### src/rtl/uart_tx_serializer_pkg.sv
// Shared types and helpers for the UART transmit serializer.
package uart_pkg;

    // Serializer FSM states, in frame order.
    typedef enum logic [2:0] {
        IDLE   = 3'd0,
        FETCH  = 3'd1,
        START  = 3'd2,
        DATA   = 3'd3,
        PARITY = 3'd4,
        STOP   = 3'd5
    } uart_tx_state_e;

    localparam int PARITY_EVEN = 0;
    localparam int PARITY_ODD  = 1;

    // Clocks per bit; truncating division, 0 when the baud rate is unusable.
    function automatic int calc_baud_div(input int clk_hz, input int baud);
        if (baud <= 0) begin
            return 0;
        end
        return clk_hz / baud;
    endfunction

endpackage

### src/rtl/uart_tx_serializer_if.sv
// Bundle between the TX FIFO / control logic and the UART serializer.
//
// Handshake: the serializer raises fifo_rd_en for exactly one cycle, only
// while fifo_empty is low; the FIFO presents the popped byte on
// fifo_rd_data in the following cycle. There is no backpressure on the
// serializer side: tx_enable merely permits the start of the next frame.
interface uart_tx_serializer_if #(
    parameter int DATA_WIDTH = 8
);
    import uart_pkg::*;

    logic                  tx_enable;
    logic                  fifo_empty;
    logic [DATA_WIDTH-1:0] fifo_rd_data;
    logic                  fifo_rd_en;
    logic                  tx;
    logic                  busy;
    logic                  frame_done;
    uart_tx_state_e        dbg_state;

    // Control / FIFO side.
    modport master (
        output tx_enable,
        output fifo_empty,
        output fifo_rd_data,
        input  fifo_rd_en,
        input  tx,
        input  busy,
        input  frame_done,
        input  dbg_state
    );

    // Serializer side.
    modport slave (
        input  tx_enable,
        input  fifo_empty,
        input  fifo_rd_data,
        output fifo_rd_en,
        output tx,
        output busy,
        output frame_done,
        output dbg_state
    );

endinterface

### src/rtl/uart_tx_serializer_baud_tick.sv
// Bit-period counter: counts 0..BAUD_DIV-1 and flags the last clock of
// each bit period. Clearing restarts the period at count 0.
module uart_baud_tick #(
    parameter int BAUD_DIV = 434
) (
    input  logic clk,
    input  logic rst,
    input  logic i_clear,
    output logic o_tick
);

    localparam int CNT_W = (BAUD_DIV > 1) ? $clog2(BAUD_DIV) : 1;
    localparam logic [CNT_W-1:0] LAST_CNT = CNT_W'(BAUD_DIV - 1);

    logic [CNT_W-1:0] r_cnt;
    logic             w_tick;

    assign w_tick = (r_cnt == LAST_CNT);
    assign o_tick = w_tick;

    // Count up, wrapping to zero after the tick clock.
    always_ff @(posedge clk) begin
        if (rst || i_clear) begin
            r_cnt <= '0;
        end else if (w_tick) begin
            r_cnt <= '0;
        end else begin
            r_cnt <= r_cnt + 1'b1;
        end
    end

endmodule

### src/rtl/uart_tx_serializer.sv
// UART transmit engine: pops bytes from the TX FIFO and sends each as
// start, data (LSB first), optional parity and stop bits on a registered
// tx line.
module uart_tx_serializer #(
    parameter int DATA_WIDTH  = 8,
    parameter int CLK_FREQ_HZ = 50_000_000,
    parameter int BAUD_RATE   = 115200,
    parameter int PARITY_EN   = 1,
    parameter int PARITY_ODD  = 0,
    parameter int STOP_BITS   = 1
) (
    input  logic                clk,
    input  logic                rst,
    uart_tx_serializer_if.slave bus
);
    import uart_pkg::*;

    localparam int BAUD_DIV = calc_baud_div(CLK_FREQ_HZ, BAUD_RATE);
    localparam int IDX_W    = $clog2(DATA_WIDTH + 1);
    localparam logic [IDX_W-1:0] LAST_DATA_IDX = IDX_W'(DATA_WIDTH - 1);
    localparam logic [IDX_W-1:0] LAST_STOP_IDX = IDX_W'(STOP_BITS - 1);

    // Reject configurations the frame logic cannot represent.
    if (BAUD_DIV < 2) begin : g_bad_baud_div
        $error("uart_tx_serializer: BAUD_DIV must be at least 2");
    end
    if (STOP_BITS != 1 && STOP_BITS != 2) begin : g_bad_stop_bits
        $error("uart_tx_serializer: STOP_BITS must be 1 or 2");
    end
    if (PARITY_EN != 0 && PARITY_EN != 1) begin : g_bad_parity_en
        $error("uart_tx_serializer: PARITY_EN must be 0 or 1");
    end
    if (DATA_WIDTH < 1) begin : g_bad_data_width
        $error("uart_tx_serializer: DATA_WIDTH must be at least 1");
    end

    uart_tx_state_e        r_state;
    uart_tx_state_e        w_state_next;
    logic [DATA_WIDTH-1:0] r_shift;
    logic [DATA_WIDTH-1:0] w_shift_next;
    logic                  r_parity;
    logic                  w_parity_next;
    logic                  w_fetch_parity;
    logic [IDX_W-1:0]      r_bit_idx;
    logic [IDX_W-1:0]      w_bit_idx_next;
    logic                  r_tx;
    logic                  w_tx_next;
    logic                  w_tick;
    logic                  w_baud_clear;
    logic                  w_rd_en;
    logic                  w_frame_done;

    // Each bit period starts at count 0 once the byte has been latched.
    assign w_baud_clear = (r_state == FETCH);

    uart_baud_tick #(
        .BAUD_DIV (BAUD_DIV)
    ) u_baud_tick (
        .clk     (clk),
        .rst     (rst),
        .i_clear (w_baud_clear),
        .o_tick  (w_tick)
    );

    // Pop only from IDLE, and never while reset is being applied.
    assign w_rd_en = (r_state == IDLE) && !rst && bus.tx_enable && !bus.fifo_empty;

    // Parity over the byte as it arrives from the FIFO.
    assign w_fetch_parity = (PARITY_ODD == uart_pkg::PARITY_ODD) ? ~(^bus.fifo_rd_data)
                                                                 :  (^bus.fifo_rd_data);

    // Next-state, shift register, bit index and frame-done decode.
    always_comb begin
        w_state_next   = r_state;
        w_shift_next   = r_shift;
        w_parity_next  = r_parity;
        w_bit_idx_next = r_bit_idx;
        w_frame_done   = 1'b0;
        case (r_state)
            IDLE: begin
                if (w_rd_en) begin
                    w_state_next = FETCH;
                end
            end
            FETCH: begin
                w_shift_next   = bus.fifo_rd_data;
                w_parity_next  = w_fetch_parity;
                w_bit_idx_next = '0;
                w_state_next   = START;
            end
            START: begin
                if (w_tick) begin
                    w_state_next = DATA;
                end
            end
            DATA: begin
                if (w_tick) begin
                    w_shift_next = r_shift >> 1;
                    if (r_bit_idx == LAST_DATA_IDX) begin
                        w_bit_idx_next = '0;
                        w_state_next   = (PARITY_EN != 0) ? PARITY : STOP;
                    end else begin
                        w_bit_idx_next = r_bit_idx + 1'b1;
                    end
                end
            end
            PARITY: begin
                if (w_tick) begin
                    w_state_next = STOP;
                end
            end
            STOP: begin
                if (w_tick) begin
                    if (r_bit_idx == LAST_STOP_IDX) begin
                        w_frame_done   = 1'b1;
                        w_bit_idx_next = '0;
                        w_state_next   = IDLE;
                    end else begin
                        w_bit_idx_next = r_bit_idx + 1'b1;
                    end
                end
            end
            default: begin
                w_state_next = IDLE;
            end
        endcase
    end

    // Line level for the coming cycle, decoded from the next state so the
    // registered tx lines up exactly with the state it belongs to.
    always_comb begin
        w_tx_next = 1'b1;
        case (w_state_next)
            START:   w_tx_next = 1'b0;
            DATA:    w_tx_next = w_shift_next[0];
            PARITY:  w_tx_next = w_parity_next;
            default: w_tx_next = 1'b1;
        endcase
    end

    // State, datapath and tx line registers.
    always_ff @(posedge clk) begin
        if (rst) begin
            r_state   <= IDLE;
            r_shift   <= '0;
            r_parity  <= 1'b0;
            r_bit_idx <= '0;
            r_tx      <= 1'b1;
        end else begin
            r_state   <= w_state_next;
            r_shift   <= w_shift_next;
            r_parity  <= w_parity_next;
            r_bit_idx <= w_bit_idx_next;
            r_tx      <= w_tx_next;
        end
    end

    assign bus.fifo_rd_en = w_rd_en;
    assign bus.tx         = r_tx;
    assign bus.busy       = (r_state != IDLE);
    assign bus.frame_done = w_frame_done;
    assign bus.dbg_state  = r_state;

endmodule

### src/flat_wrapper.sv
// flat-port wrapper written by rule: the top's interface ports become plain ports
module uart_tx_serializer_flat import uart_pkg::*;
#(
    parameter int DATA_WIDTH  = 8,
    parameter int CLK_FREQ_HZ = 50_000_000,
    parameter int BAUD_RATE   = 115200,
    parameter int PARITY_EN   = 1,
    parameter int PARITY_ODD  = 0,
    parameter int STOP_BITS   = 1
)
  (clk, rst, bus_tx_enable, bus_fifo_empty, bus_fifo_rd_data, bus_fifo_rd_en, bus_tx, bus_busy, bus_frame_done, bus_dbg_state);
  uart_tx_serializer_if #(.DATA_WIDTH(DATA_WIDTH)) bus_i ();
  input  logic clk;
  input  logic rst;
  input wire logic [$bits(bus_i.tx_enable)-1:0] bus_tx_enable;
  input wire logic [$bits(bus_i.fifo_empty)-1:0] bus_fifo_empty;
  input wire logic [$bits(bus_i.fifo_rd_data)-1:0] bus_fifo_rd_data;
  output wire logic [$bits(bus_i.fifo_rd_en)-1:0] bus_fifo_rd_en;
  output wire logic [$bits(bus_i.tx)-1:0] bus_tx;
  output wire logic [$bits(bus_i.busy)-1:0] bus_busy;
  output wire logic [$bits(bus_i.frame_done)-1:0] bus_frame_done;
  output wire logic [$bits(bus_i.dbg_state)-1:0] bus_dbg_state;
  assign bus_i.tx_enable = bus_tx_enable;
  assign bus_i.fifo_empty = bus_fifo_empty;
  assign bus_i.fifo_rd_data = bus_fifo_rd_data;
  assign bus_fifo_rd_en = bus_i.fifo_rd_en;
  assign bus_tx = bus_i.tx;
  assign bus_busy = bus_i.busy;
  assign bus_frame_done = bus_i.frame_done;
  assign bus_dbg_state = bus_i.dbg_state;
  uart_tx_serializer #(.DATA_WIDTH(DATA_WIDTH), .CLK_FREQ_HZ(CLK_FREQ_HZ), .BAUD_RATE(BAUD_RATE), .PARITY_EN(PARITY_EN), .PARITY_ODD(PARITY_ODD), .STOP_BITS(STOP_BITS)) u_core (.clk(clk), .rst(rst), .bus(bus_i));
endmodule
### config.mk
export PLATFORM = sky130hd
export DESIGN_NAME = uart_tx_serializer_flat
export DESIGN_NICKNAME = d
export VERILOG_FILES = /design/src/rtl/uart_tx_serializer_pkg.sv /design/src/rtl/uart_tx_serializer_if.sv /design/src/rtl/uart_tx_serializer_baud_tick.sv /design/src/rtl/uart_tx_serializer.sv /design/src/flat_wrapper.sv
export SDC_FILE = /design/constraint.sdc
export NUM_CORES = 1
export LEC_CHECK = 0
export CAP_MARGIN = 15
export CELL_PAD_IN_SITES_DETAIL_PLACEMENT = 1
export CELL_PAD_IN_SITES_GLOBAL_PLACEMENT = 2
export CORE_MARGIN = 2
export CORE_UTILIZATION = 31
export CTS_BUF_LIST = sky130_fd_sc_hd__clkbuf_4
export DETAILED_ROUTE_END_ITERATION = 16
export GPL_TIMING_DRIVEN = 1
export PLACE_DENSITY_LB_ADDON = 0.1
export SYNTH_ARGS = -nofsm -noshare
export SYNTH_HDL_FRONTEND = slang
export SYNTH_HIERARCHICAL = 1
export SYNTH_SLANG_ARGS = --single-unit
### constraint.sdc
create_clock -name clk -period 2.37 [get_ports clk]
set_input_delay 0.474 -clock clk [delete_from_list [all_inputs] [get_ports clk]]
set_output_delay 0.474 -clock clk [all_outputs]
set_load 0.02 [all_outputs]
==> out/qor.yml, run 1 <==
worst_setup_path:
  r2r_end: "u_core/r_bit_idx[0]"
  endpoint_kind: "primary output"
  path_cells: "or3_4, nor3_4, nor4bb_4, nor2b_1, buf_4"
  worstPathMaxFanout: 2
  critical-path-max-stage-delay_ps: 400
  crit_slowest_cell: "or3_4"
  cp.required_ps: 1900
  cp-endpoint: "bus_frame_done"
  crit_start: "u_core/u_baud_tick/r_cnt[3]"
  critPathArrivalTime_ps: 1840
  critical_path_class: "reg2out"
  rrSetupSlack_ps: 80
  r2r_cells: 8
  rr_startpoint: "u_core/u_baud_tick/r_cnt[3]"
  cp-start-kind: "flip-flop"
finish:
  num_antenna_cells: 0
  areaGrowthSynthToFinish_pct: 30.6
  layout.nets: 214
  final_core_util: 0.419
  stdcell_count: 249
  nFillCells: 524
  drive_gt1_frac: 0.213
logic_synthesis:
  synth_xor_area_frac: 0.0695
  synthSimpleGateAreaFrac: 0.277
  syn_area_um2: 1390
  muxShareOfSynthArea: 0
  synth_seq_cells: 26
  synth.yosys.seq_area_share: 0.375
  synth_edf_count: 0
  synth_top_area_share: 0.375
  yosysMostFrequentCell: "dfxtp_1"
  yosys.area_share.adder: 0.0442
  synth_nets: 176
  synth_common_cells: "dfxtp_1 (26), a21oi_1 (17), nor2_1 (16)"
  yosysUniqueCellTypes: 45
  synthFlopType: "dfxtp_1"
  synth_largest_area_cell: "dfxtp_1"
  synth_compound_area_frac: 0.190
  syn_inst: 160
  ys_warn_count: 6
  syn_avg_cell_area_um2: 8.66
  async_flop_share: 0
  synth_area_leaders: "dfxtp_1 (38%), a21oi_1 (6.1%), xnor2_1 (5.1%), nor2_1 (4.3%), nand2_1 (4.1%)"
  synth_top_family_by_area: "simple AND/OR/NAND/NOR gates"
place:
  gp_congestion: 0.752
  port_buffers: 18
  post-place-cells: 244
  dp_hpwl_um: 2600
clock_network:
  cts_htree_levels: 1
  cts_root_buf: "clkbuf_4"
  clk_latency_ps: 330
  cts_sinks: 26
  cts_hold_buf: 0
  cts_made_buffers: 3
  cts_buffer_depth: 2
  path_clk_slew_ps: 150
  cts_tree: "done"
global_routing:
  grt_antenna_before_repair: 0
  grt_pass1_vias: 1295
  grt_pass1_wl_um: 5680
  grt-ovfl-total: 0
  grt_max_degree: 20
  grtUsageTotal: 0.138
detailed_routing:
  ant_nets: 0
  vias: 1277
  dr.pass1.iters: 3
  drc: 0
  routedWlPerCell_um: 13.4
  dr.first_iter.drc_count: 48
  routed_wl_um: 3350
  avgViaCountPerCell: 5.13
sta:
  tightest_slew_ps: 603
  setup_viol: 0
  period_share: 0.978
  final_hold_viol_count: 0
  rsz0062_at_grt: "true"
  slew_violations: 0
  hold_ws_ps: 467
  fmax_mhz: 431
  fin_crit_ps: 2320
  finalSetupTns_ps: 0
  slew_headroom: 0.597
  finClkSkew_ps: 7.83
floorplan:
  die_y_um: 70.9
  ios: 19
  die_x_um: 70.9
  start_util: 0.321
  rows: 24
  core_area_um2: 4320
  dieArea_um2: 5020
min_path:
  worstHoldPathType: "reg2reg"
power_and_ir_drop:
  power_leakage_nw: 0.638
  power.density_nw_per_um2: 427
  power.total_w: 0.000772
  ir_worst_vdd_mv: 0.195
outcome:
  outcome: "complete, no violations"
run:
  cap_violations: 0
worst min-delay path by stage:
stage,start,endpoint,slack [ps],depth (start not counted)
floorplan,u_core/u_baud_tick/r_cnt[0],u_core/u_baud_tick/r_cnt[0],430,1
global placement,u_core/r_shift[3],u_core/r_shift[3],440,2
detailed placement,u_core/r_shift[6],u_core/r_shift[6],450,2
CTS,u_core/r_shift[6],u_core/r_shift[6],470,2
global route,u_core/r_shift[6],u_core/r_shift[6],480,2
finish,u_core/r_shift[6],u_core/r_shift[6],470,2
cells by family (layout without fill, tap and decap cells):
| kind of cell | Yosys count | after routing |
|---|---|---|
| xor gates and xnor gates | 11 | 11 |
| and+or+nand+nor | 68 | 68 |
| buffers and inverters | 11 | 48 |
| DFF | 26 | 26 |
| adders and majority gates | 5 | 5 |
| AOI/OAI and AO/OA | 39 | 39 |
final cells by class:
class | instances | area, um2 | area share
Clock buffer | 3 | 22.5 | 0.0124
Clock inverter | 1 | 3.75 | 0.00207
Inverter | 5 | 18.8 | 0.0104
Multi-Input combinational cell | 123 | 843 | 0.466
Sequential cell | 26 | 523 | 0.289
Tap cell | 52 | 65.1 | 0.0359
Timing Repair Buffer | 39 | 334 | 0.185
metal layers:
layer	track usage	wire length (um)	share of wire	up-vias
li1	-	-	-	646
met1	0.172	1560	0.46	611
met2	0.247	1650	0.49	16
met3	0.0185	106	0.032	4
met4	0.0440	38	0.011	0
met5	0	0	0	-
state kept, by name (all words and copies together) (netlist names):
| name | count |
|---|---|
| u_core/r_parity | 1 |
| u_core/u_baud_tick/r_cnt | 9 |
| u_core/bus.tx | 1 |
| u_core/bus.dbg_state | 3 |
| u_core/r_bit_idx | 4 |
| u_core/r_shift | 8 |
power by group:
group / leakage, nW / total (W) / switching [W] / internal, W
sequential: 0.212 / 0.000454 / 0.00000561 / 0.000448
combinational: 0.411 / 0.000120 / 0.0000564 / 0.0000638
clock: 0.0154 / 0.000199 / 0.000137 / 0.0000618
metrics by stage:
stage          area, um2  setup slack [ps]
6_report            1810              51.1
5_1_grt             1810             -87.4
4_1_cts             1780             -70.0
3_5_place_dp        1740              -135
3_3_place_gp        1740             -89.1
2_1_floorplan       1390               146
repair_timing:
action	4_1_cts	5_1_grt
endpoints found under the hold margin	0	0
pin swaps	0	2
setup endpoints to repair	3	3
resized for setup	6	11
setup buffers	0	1
worst max-delay path, delay by kind of cell, from the launching register on:
| family | cells | cell delay (ps) |
|---|---|---|
| simple gates | 4 | 1010 |
| flops | 1 | 350 |
| buf+inv | 1 | 150 |
cells in the final DEF, fill, tap and decap left out, drive strengths merged, types with 2 or more instances in the layout:
cell type      instances
a211oi                 2
a21oi                 17
a22oi                  7
buf                   22
clkbuf                 3
clkdlybuf4s50         16
dfxtp                 26
ha                     4
inv                    5
nand2                 15
nand3                  6
nand3b                 2
nand4                  3
nor2                  17
nor2b                  2
nor3                   3
nor3b                  4
nor4                   2
o21ai                  5
or3                    6
xnor2                  8
xor2                   3
No activity file was read; power rests on OpenSTA's default activity.
==> run 2: changes to the inputs <==
- CORE_UTILIZATION: 31 -> 30
- SYNTH_HIERARCHICAL: 1 -> default
==> run 2 against run 1 <==
Synthesized cell count up 7.5%. Setup slack better by 63 ps. Sequential share of layout area up 1.7 points. Via count increased by 1.6%. Routed wire length grew 8.7%.
==> out/qor.yml, run 2 <==
finish:
  largest_reg_flops: 9
  drive_gt1_frac: 0.106
  top_register: "u_core.u_baud_tick.r_cnt"
  num_antenna_cells: 0
  nFillCells: 538
  final_cell_mix: "nor2_1 (29), dfxtp_1 (26), o21ai_0 (17)"
  final_common_cell: "nor2_1"
  areaGrowthSynthToFinish_pct: 23.9
  fin_area_um2: 1700
  top_regs: "u_core.u_baud_tick.r_cnt: 9 flops, u_core.r_shift: 8 flops, u_core.r_bit_idx: 4 flops"
  layout.nets: 215
  stdcell_count: 250
logic_synthesis:
  synth_nets: 188
  syn_inst: 172
  syn_area_um2: 1370
  synth_seq_cells: 26
  synth.yosys.seq_area_share: 0.380
  yosysMostFrequentCell: "nor2_1"
  synth_common_cells: "nor2_1 (29), dfxtp_1 (26), o21ai_0 (17)"
  syn_avg_cell_area_um2: 7.97
  synth_largest_area_cell: "dfxtp_1"
  synth_area_leaders: "dfxtp_1 (38%), nor2_1 (7.9%), o21ai_0 (6.2%), xnor2_1 (4.5%), xor2_1 (4.5%)"
  async_flop_share: 0
  synth_edf_count: 0
  synth_top_area_share: 0.380
  synthFlopType: "dfxtp_1"
  yosysUniqueCellTypes: 38
  ys_warn_count: 0
place:
  dp_hpwl_um: 2750
  port_buffers: 18
  gp_congestion: 0.736
  place_area_um2: 1680
  post-place-cells: 246
sta:
  rsz0062_at_grt: "false"
  setup_viol: 0
  fin_crit_ps: 2260
  slew_headroom: 0.618
  hold_ws_ps: 498
  tightest_slew_ps: 568
  finClkSkew_ps: 12.3
  slew_violations: 0
  period_share: 0.952
  final_hold_viol_count: 0
  fmax_mhz: 443
floorplan:
  die_y_um: 71.6
  start_util: 0.313
  core_area_um2: 4380
  ios: 19
  die_x_um: 71.6
  rows: 24
  dieArea_um2: 5130
min_path:
  min_path_cells: 2
  worstHoldPathType: "reg2reg"
clock_network:
  cts_htree_levels: 1
  cts_root_buf: "clkbuf_4"
  cts_tree: "done"
  post_cts_buffers: 0
  path_clk_slew_ps: 150
  cts_made_buffers: 3
  clk_latency_ps: 330
  cts_sinks: 26
  cts_buffer_depth: 2
  cts_hold_buf: 0
detailed_routing:
  ant_nets: 0
  drc: 0
  routed_wl_um: 3640
  avgViaCountPerCell: 5.19
  dr.pass1.iters: 4
  vias: 1298
  routedWlPerCell_um: 14.5
  dr.first_iter.drc_count: 62
worst_setup_path:
  endpoint_kind: "primary output"
  cp-start-kind: "flip-flop"
  critical_path_class: "reg2out"
  cp.required_ps: 1900
  worstPathMaxFanout: 2
  r2r_cells: 8
  critPathArrivalTime_ps: 1780
global_routing:
  grt_pass1_wl_um: 6520
  grt-ovfl-total: 0
  grt_pass1_vias: 1371
  grt_antenna_before_repair: 0
  grtUsageTotal: 0.157
  grt_max_degree: 19
power_and_ir_drop:
  ir_worst_vdd_mv: 0.326
  power.density_nw_per_um2: 454
  power_leakage_nw: 0.608
outcome:
  outcome: "complete, no violations"
run:
  cap_violations: 0
==> run 2: per-layer routing <==
| layer | part of all wire | GRT usage | vias up |
|---|---|---|---|
| met5 | 0 | 0 | - |
| met4 | 0.0066 | 0.0273 | 0 |
| met3 | 0.041 | 0.0380 | 2 |
| met2 | 0.47 | 0.265 | 20 |
| met1 | 0.48 | 0.207 | 617 |
| li1 | - | - | 659 |
==> run 2: worst paths after layout <==
check,startpoint,to,slack (ps)
worst min-delay path,u_core.r_shift[7],u_core.r_shift[7],500
worst max register to register,u_core.u_baud_tick.r_cnt[1],u_core.r_bit_idx[3],190
worst max-delay path,u_core.bus.dbg_state[2],bus_fifo_rd_en,110
worst min register to register,u_core.r_shift[7],u_core.r_shift[7],500
==> run 2: layout make-up <==
cell class,count,area (um2),share of cell area
Sequential cell,26,520,0.306
Clock inverter,1,3.75,0.00221
Inverter,7,26.3,0.0155
Tap cell,52,65.1,0.0383
Timing Repair Buffer,31,268,0.158
Clock buffer,3,22.5,0.0133
Multi-Input combinational cell,130,793,0.467
==> run 2: through the flow <==
step | util | setup WS [ps] | setup TNS (ps) | power [W]
after global routing | 0.388 | 19.4 | 0 | 0.000819
final | 0.388 | 114 | 0 | 0.000771
after floorplan | - | 215 | 0 | 0.000533
after CTS | 0.388 | 11.4 | 0 | 0.000788
after global placement | 0.383 | -253 | -253 | 0.000583
after detailed placement | 0.383 | -266 | -266 | 0.000585
==> run 2: critical path, stage by stage, from the launching register on <==
cell     delay [ps]
dfxtp_1         340
or3_1           400
or4b_4          500
inv_1            60
buf_2           150
==> run 2: cells by family after synthesis <==
kind of cell,Yosys count,share of synthesized area
AOI/OAI and AO/OA,37,0.151
adders and majority gates,5,0.0447
xor gates and xnor gates,14,0.0894
muxes,1,0.00730
buffers and inverters,16,0.0447
and+or+nand+nor,73,0.283
DFF,26,0.380
==> run 2: repair_timing <==
action | CTS | global route
resized for setup | 5 | 3
hold endpoints to repair | 0 | 0
setup endpoints to repair | 2 | 2
==> run 2: where the power goes <==
| part | leakage, nW | switching, W | internal, W |
|---|---|---|---|
| logic | 0.382 | 0.0000584 | 0.0000573 |
| registers | 0.211 | 0.00000879 | 0.000450 |
| clock network | 0.0154 | 0.000136 | 0.0000618 |
